<file path="config.mk">
export PLATFORM = sky130hd
export DESIGN_NAME = sumador_acumulador_selectivo
export DESIGN_NICKNAME = d
export VERILOG_FILES = /design/src/rtl/sumador_acumulador_selectivo.sv
export SDC_FILE = /design/constraint.sdc
export NUM_CORES = 1
export LEC_CHECK = 0
export CORE_MARGIN = 10
export CORE_UTILIZATION = 35
export DETAILED_ROUTE_END_ITERATION = 12
export DONT_BUFFER_PORTS = 1
export GPL_TIMING_DRIVEN = 0
export PLACE_DENSITY = 0.47
export REMOVE_ABC_BUFFERS = 1
export SLEW_MARGIN = 0
export SYNTH_ARGS = -nofsm -noshare
export SYNTH_HDL_FRONTEND = slang
export SYNTH_SLANG_ARGS = --single-unit
</file>
<file path="constraint.sdc">
create_clock -name i_clk -period 1.8 [get_ports i_clk]
set_input_delay 0.27 -clock i_clk [delete_from_list [all_inputs] [get_ports i_clk]]
set_output_delay 0.27 -clock i_clk [all_outputs]
set_load 0.05 [all_outputs]
</file>
<file path="src/rtl/sumador_acumulador_selectivo.sv">
// ============================================================================
//  Module   : sumador_acumulador_selectivo
//  Purpose  : Registered selective adder/accumulator with sticky overflow.
//             Define SUMADOR_ACUM_SAT_EN to saturate instead of wrap on overflow.
//  Revision : 1.0 - initial release
// ============================================================================
`default_nettype none

module sumador_acumulador_selectivo #(
  parameter int NB_DATA = 3,
  parameter int NB_ACC  = 6
) (
  input  logic               i_clk,
  input  logic               i_rst,
  input  logic               i_valid,
  input  logic [2:0]         i_sel,
  input  logic [NB_DATA-1:0] i_data1,
  input  logic [NB_DATA-1:0] i_data2,
  output logic [NB_ACC-1:0]  o_suma,
  output logic               o_valid,
  output logic               o_ovf
);

  localparam logic [2:0] c_SEL_LD_D2   = 3'b000;
  localparam logic [2:0] c_SEL_LD_SUM  = 3'b001;
  localparam logic [2:0] c_SEL_LD_D1   = 3'b010;
  localparam logic [2:0] c_SEL_LD_ZERO = 3'b011;
  localparam logic [2:0] c_SEL_AC_D1   = 3'b100;
  localparam logic [2:0] c_SEL_AC_D2   = 3'b101;
  localparam logic [2:0] c_SEL_AC_SUM  = 3'b110;
  localparam logic [2:0] c_SEL_HOLD    = 3'b111;

  logic [NB_ACC-1:0]  r_acc;
  logic               r_ovf;
  logic               r_valid;

  logic [NB_DATA:0]   w_pair_sum;
  logic [NB_ACC-1:0]  w_d1_ext;
  logic [NB_ACC-1:0]  w_d2_ext;
  logic [NB_ACC-1:0]  w_sum_ext;
  logic [NB_ACC-1:0]  w_term;
  logic               w_is_acc;
  logic [NB_ACC:0]    w_acc_wide;
  logic [NB_ACC-1:0]  w_acc_next;
  logic               w_ovf_next;

  assign w_pair_sum = {1'b0, i_data1} + {1'b0, i_data2};
  assign w_d1_ext   = NB_ACC'(i_data1);
  assign w_d2_ext   = NB_ACC'(i_data2);
  assign w_sum_ext  = NB_ACC'(w_pair_sum);

  always_comb begin
    w_term   = '0;
    w_is_acc = 1'b0;
    case (i_sel)
      c_SEL_AC_D1:  begin w_term = w_d1_ext;  w_is_acc = 1'b1; end
      c_SEL_AC_D2:  begin w_term = w_d2_ext;  w_is_acc = 1'b1; end
      c_SEL_AC_SUM: begin w_term = w_sum_ext; w_is_acc = 1'b1; end
      default:      begin w_term = '0;        w_is_acc = 1'b0; end
    endcase
  end

  // One extra bit catches the carry out of the accumulator.
  assign w_acc_wide = {1'b0, r_acc} + {1'b0, w_term};

  always_comb begin
    w_acc_next = r_acc;
    w_ovf_next = r_ovf;
    if (i_valid) begin
      case (i_sel)
        c_SEL_LD_D2:   begin w_acc_next = w_d2_ext;  w_ovf_next = 1'b0; end
        c_SEL_LD_SUM:  begin w_acc_next = w_sum_ext; w_ovf_next = 1'b0; end
        c_SEL_LD_D1:   begin w_acc_next = w_d1_ext;  w_ovf_next = 1'b0; end
        c_SEL_LD_ZERO: begin w_acc_next = '0;        w_ovf_next = 1'b0; end
        c_SEL_HOLD:    begin w_acc_next = r_acc;     w_ovf_next = r_ovf; end
        default: begin
          if (w_is_acc && w_acc_wide[NB_ACC]) begin
            w_ovf_next = 1'b1;
`ifdef SUMADOR_ACUM_SAT_EN
            w_acc_next = '1;
`else
            w_acc_next = w_acc_wide[NB_ACC-1:0];
`endif
          end else begin
            w_acc_next = w_acc_wide[NB_ACC-1:0];
          end
        end
      endcase
    end
  end

  always_ff @(posedge i_clk or posedge i_rst) begin
    if (i_rst) begin
      r_acc   <= '0;
      r_ovf   <= 1'b0;
      r_valid <= 1'b0;
    end else begin
      r_acc   <= w_acc_next;
      r_ovf   <= w_ovf_next;
      r_valid <= i_valid;
    end
  end

  assign o_suma  = r_acc;
  assign o_ovf   = r_ovf;
  assign o_valid = r_valid;

endmodule

`default_nettype wire

</file>
# --- Word-level counts from Yosys, hierarchy flattened ---
# Index checks and enable logic that the tools add are counted.
op_classes:
  n_eq_ne: 7
  reduce_logical: 7
  muxes: 5
  bitwise_logic: 1
  addsub: 2
op_table:
  columns: ["op", "count"]
  rows:
  - ["6-bit one-hot mux with 5 select lines", 1]
  - ["3-bit equality test, second input constant", 4]
  - ["4-bit one-hot mux with 3 select lines", 1]
  - ["6-bit by 6-bit adder with 7-bit output", 1]
  - ["3-bit by 2-bit equality test with 1-bit output, second input constant", 2]
  - ["3-bit by 3-bit adder with 4-bit output", 1]
  - ["4-bit OR reduction", 1]
  - ["3-bit by 1-bit equality test with 1-bit output, second input constant", 1]
  - ["3-bit logical NOT", 1]
  - ["3-bit AND reduction", 1]
  - ["3-bit OR reduction", 1]
  - ["1-bit 2-to-1 mux", 2]
  - ["1-bit one-hot mux with 2 select lines", 1]
  - ["2-bit AND reduction", 1]
  - ["2-bit nonzero test", 1]
  - ["1-bit logical AND", 1]
  - ["1-bit NOT", 1]
totals:
  regBits: 8

# --- Depth between registers and ports, before layout ---
depth:
  word_depth: 6
  depth_mapped: 12

# --- Worst setup path after synthesis ---
# OpenSTA, ideal clock, no wires.
synth_path:
  kind: "input port to flip-flop"
  from: "input i_data1[0]"
  to: "register r_acc[3], in the netlist o_suma[3]"
  arrival_ns: 2.227
  n_path_buf: 0
  setup_time_ns: 0.124
  cell_stages: 11
  slack_ns: -0.551
  cell_sequence: "ha_1 -> fa_1 -> xnor2_1 -> a211oi_1 -> a31oi_1 -> nor2_1 -> ha_1 -> a21oi_1 -> a21boi_1 -> nor3_1 -> o31a_1"
synth_between:
  elab_chain_len: 4
synth_rtl:
  columns: ["item", "line", "source"]
  rows:
  - ["start, declared", "17", "input logic [NB_DATA-1:0] i_data1,"]
  - ["3-bit by 3-bit adder with 4-bit output", "47", "assign w_pair_sum = {1'b0, i_data1} + {1'b0, i_data2};"]
  - ["4-bit one-hot mux with 3 select lines", "55", "case (i_sel)"]
  - ["6-bit by 6-bit adder with 7-bit output", "64", "assign w_acc_wide = {1'b0, r_acc} + {1'b0, w_term};"]
  - ["6-bit one-hot mux with 5 select lines (*)", "70", "case (i_sel)"]
  - ["end signal, assigned", "98", "r_acc <= w_acc_next;"]
  - ["end, declared", "33", "logic [NB_ACC-1:0] r_acc;"]
# Mark *: on every way between the ends. The rest lies on a longest branch, timed or not.
# A chain may end at the register's enable or synchronous reset.

# --- Final worst setup path ---
# Same ends and word-level chain as after synthesis.

==> impl_metrics.py <==
metrics = {
    "run_status": {
        "status": "finished with violations",
        "violations": "setup timing",
    },
    "timing": {
        "period_needed_ps": 2100,
        "slew-limit-headroom_pct": 58.9,
        "timing.hold.ws_ps": 42.3,
        "worst_pin_slew_ps": 617,
        "rsz0062_at_grt": "true",
        "final.setup_skew_ps": 0.987,
        "finalSetupTns_ps": -1340,
        "setup_ws_ps": -300,
        "slew_violations": 0,
        "finalSetupViolations": 6,
        "min_period_over_period_pct": 117,
        "fmax_mhz": 476,
        "hold_viol_final": 0,
    },
    "routing": {
        "drc": 0,
        "detail_route.wl_per_cell_um": 15.8,
        "final_antenna_net_count": 0,
        "firstDrtPassIters": 4,
        "routed_wl_um": 1960,
        "detail_route.iter0.violations": 16,
        "route.vias.total": 686,
        "avgViaCountPerCell": 5.53,
    },
    "layout": {
        "fin_nets": 119,
        "antenna_cells": 0,
        "drive_gt1_share_pct": 25.0,
        "fillers": 216,
        "fin_util_pct": 42.9,
        "final_cells": 124,
        "design_area_um2": 941,
        "area_delta_synth_final_pct": 17.3,
    },
    "setup_path": {
        "r2r_end": "o_suma[4]",
        "endpoint_kind": "flip-flop",
        "r2r.worst_path.cells": 7,
        "worstReg2RegStart": "o_suma[0]",
        "arrival_ps": 2240,
        "r2r_slack_ps": -200,
        "crit_type": "input port to flip-flop",
        "cp.required_ps": 1940,
        "crit_path_start_kind": "input port",
        "critPathMaxFanout": 4,
    },
    "hold_path": {
        "min_from": "i_valid",
        "hold_depth": 0,
        "hold-path-endpoint": "o_valid",
        "hold_class": "input port to flip-flop",
    },
    "power": {
        "p_clk_share_pct": 18.8,
        "powerDensity_mw_per_mm2": 757,
        "p_switching_w": 0.000297,
        "switching_share_pct": 41.7,
        "p_leak_nw": 0.407,
        "power_frac_seq_pct": 46.5,
        "p_comb_share_pct": 34.7,
        "internal_power_w": 0.000416,
        "vdd_ir_drop_max_mv": 0.475,
    },
    "clock_tree": {
        "cts_buffers": 3,
        "cts_htree_levels": 1,
        "cts_tree": "yes",
        "clock_path_buffers": 2,
        "clock_latency_ps": 250,
        "cts_sinks": 8,
        "cts-root-buf": "clkbuf_4",
        "path_clk_slew_ps": 50,
    },
    "die": {
        "io_pins": 20,
        "std_cell_rows": 17,
        "die_y_um": 67.9,
        "die_w_um": 67.9,
        "start_util_pct": 36.6,
        "die_area_mm2": 0.00461,
        "core_mm2": 0.00219,
    },
    "yosys": {
        "synth.area.top_cells": "dfrtp_1, ha_1, mux2i_1",
        "yosysUniqueCellTypes": 37,
        "async_flop_share_pct": 100,
        "ys_seq_area_share_pct": 25.0,
        "synth.avg_cell_area_um2": 8.72,
        "synth_flop_cell": "dfrtp_1",
        "syn-cell-area_um2": 802,
        "yosysWarnings": 0,
        "netlist.area_leader.share_pct": 25.0,
        "yosysTopAreaCell": "dfrtp_1",
        "synthCells": 92,
        "synth_edf_count": 0,
        "ys_seq_elements": 8,
    },
    "global_routing": {
        "antenna_found_initial": 0,
        "grt_pass1_wl_um": 3200,
        "grt_pass1_vias": 684,
        "grt_max_degree": 15,
        "grt_use_total_pct": 8.99,
        "grt-ovfl-total": 0,
    },
    "placement": {
        "placed_cells": 118,
        "portBuffers": 0,
        "gp_congestion": 0.755,
        "place_hpwl_um": 1540,
        "placed_area_um2": 821,
    },
    "job": {
        "maxCapViolCount": 0,
    },
}
==> logic make-up (layout without fill, tap and decap cells) <==
family,count (synthesis),in the layout,synth area share [%]
compound gates,26,26,21.4
xor+xnor,2,2,2.18
fa+ha+maj,9,9,15.9
buf+inv,7,11,4.37
flops,8,8,25.0
mux,6,6,7.49
simple gates,34,34,23.7
==> worst max path at each step <==
| stage | slack, ps | depth (start not counted) | startpoint | end |
|---|---|---|---|---|
| final | -300 | 11 | i_data1[0] | o_suma[3] |
| after global routing | -390 | 11 | i_data1[0] | o_suma[3] |
| after CTS | -320 | 11 | i_data1[0] | o_suma[3] |
| after detailed placement | -760 | 11 | i_data1[0] | o_suma[3] |
| after global placement | -770 | 11 | i_data1[0] | o_suma[3] |
| after floorplan | -550 | 11 | i_data1[0] | o_suma[3] |
==> cell usage after synthesis, types with 2 or more instances <==
master    instances
nand2_1           6
mux2i_1           6
nand3_1           4
fa_1              2
inv_1             5
o21ai_0           6
a21oi_1           6
nor2b_1           3
a31oi_1           3
ha_1              7
nand4_1           2
nor2_1            8
xnor2_1           2
dfrtp_1           8
a211oi_1          2
==> state kept, by name, summed over array words and instances, names as in the netlist <==
signal	count
o_suma	6
o_valid	1
o_ovf	1
==> critical path, cell delays in order <==
cell and delay, ps:
ha_4 140, fa_2 370, xnor2_2 170, a211oi_2 80, a31oi_1 150, nor2_1 70
ha_1 340, a21oi_2 180, and3b_1 170, nor3_1 40, o31a_1 240
==> power groups by stage <==
stage          registers, W  clock network [W]  logic, W
2_1_floorplan      0.000325                  0  0.000157
3_3_place_gp       0.000335                  0  0.000184
3_5_place_dp       0.000336                  0  0.000186
4_1_cts            0.000333           0.000141  0.000216
5_1_grt            0.000339           0.000152  0.000276
6_report           0.000331           0.000134  0.000247
==> metal layers <==
metal / part of all wire (%) / wire length [um] / vias up / GRT usage, %
met1: 43 / 848 / 320 / 11.3
met5: 0 / 0 / - / 0
li1: - / - / 344 / -
met2: 45 / 884 / 20 / 12.9
met3: 11 / 217 / 2 / 6.20
met4: 0.41 / 8 / 0 / 0.754
==> layout by cell type (no fill, tap or decap), drive strengths merged, types with 2 or more instances in the layout <==
| cell type | instances |
|---|---|
| a21boi | 2 |
| a21oi | 6 |
| dfrtp | 8 |
| a31oi | 3 |
| inv | 5 |
| nor2 | 8 |
| a211oi | 2 |
| nand2 | 6 |
| clkbuf | 3 |
| nand3 | 4 |
| nor2b | 4 |
| o21ai | 7 |
| buf | 2 |
| ha | 7 |
| xnor2 | 2 |
| mux2i | 6 |
| fa | 2 |
| nand4 | 2 |
==> area by class of cell <==
type | instances | area (um2) | area share [%]
clock buffer | 3 | 22.5 | 2.39
inverter | 5 | 18.8 | 1.99
multi-input combinational | 77 | 639 | 68.0
tap | 28 | 35.0 | 3.72
sequential | 8 | 200 | 21.3
timing repair buffer | 3 | 25.0 | 2.66
==> metrics by stage <==
| step | total power [W] | worst slack [ps] |
|---|---|---|
| CTS | 0.000691 | -318 |
| floorplan | 0.000481 | -551 |
| global placement | 0.000519 | -771 |
| global route | 0.000767 | -389 |
| detailed placement | 0.000522 | -764 |
| finish | 0.000712 | -300 |
==> repair_timing <==
item	in CTS	in global routing
resized for setup	12	6
hold buffers	1	0
pin swaps	15	6
cloned	0	0
endpoints found under the setup margin	6	6
endpoints found under the hold margin	8	0
setup buffers	1	2
Note: power is estimated with default switching activity, not from simulation.
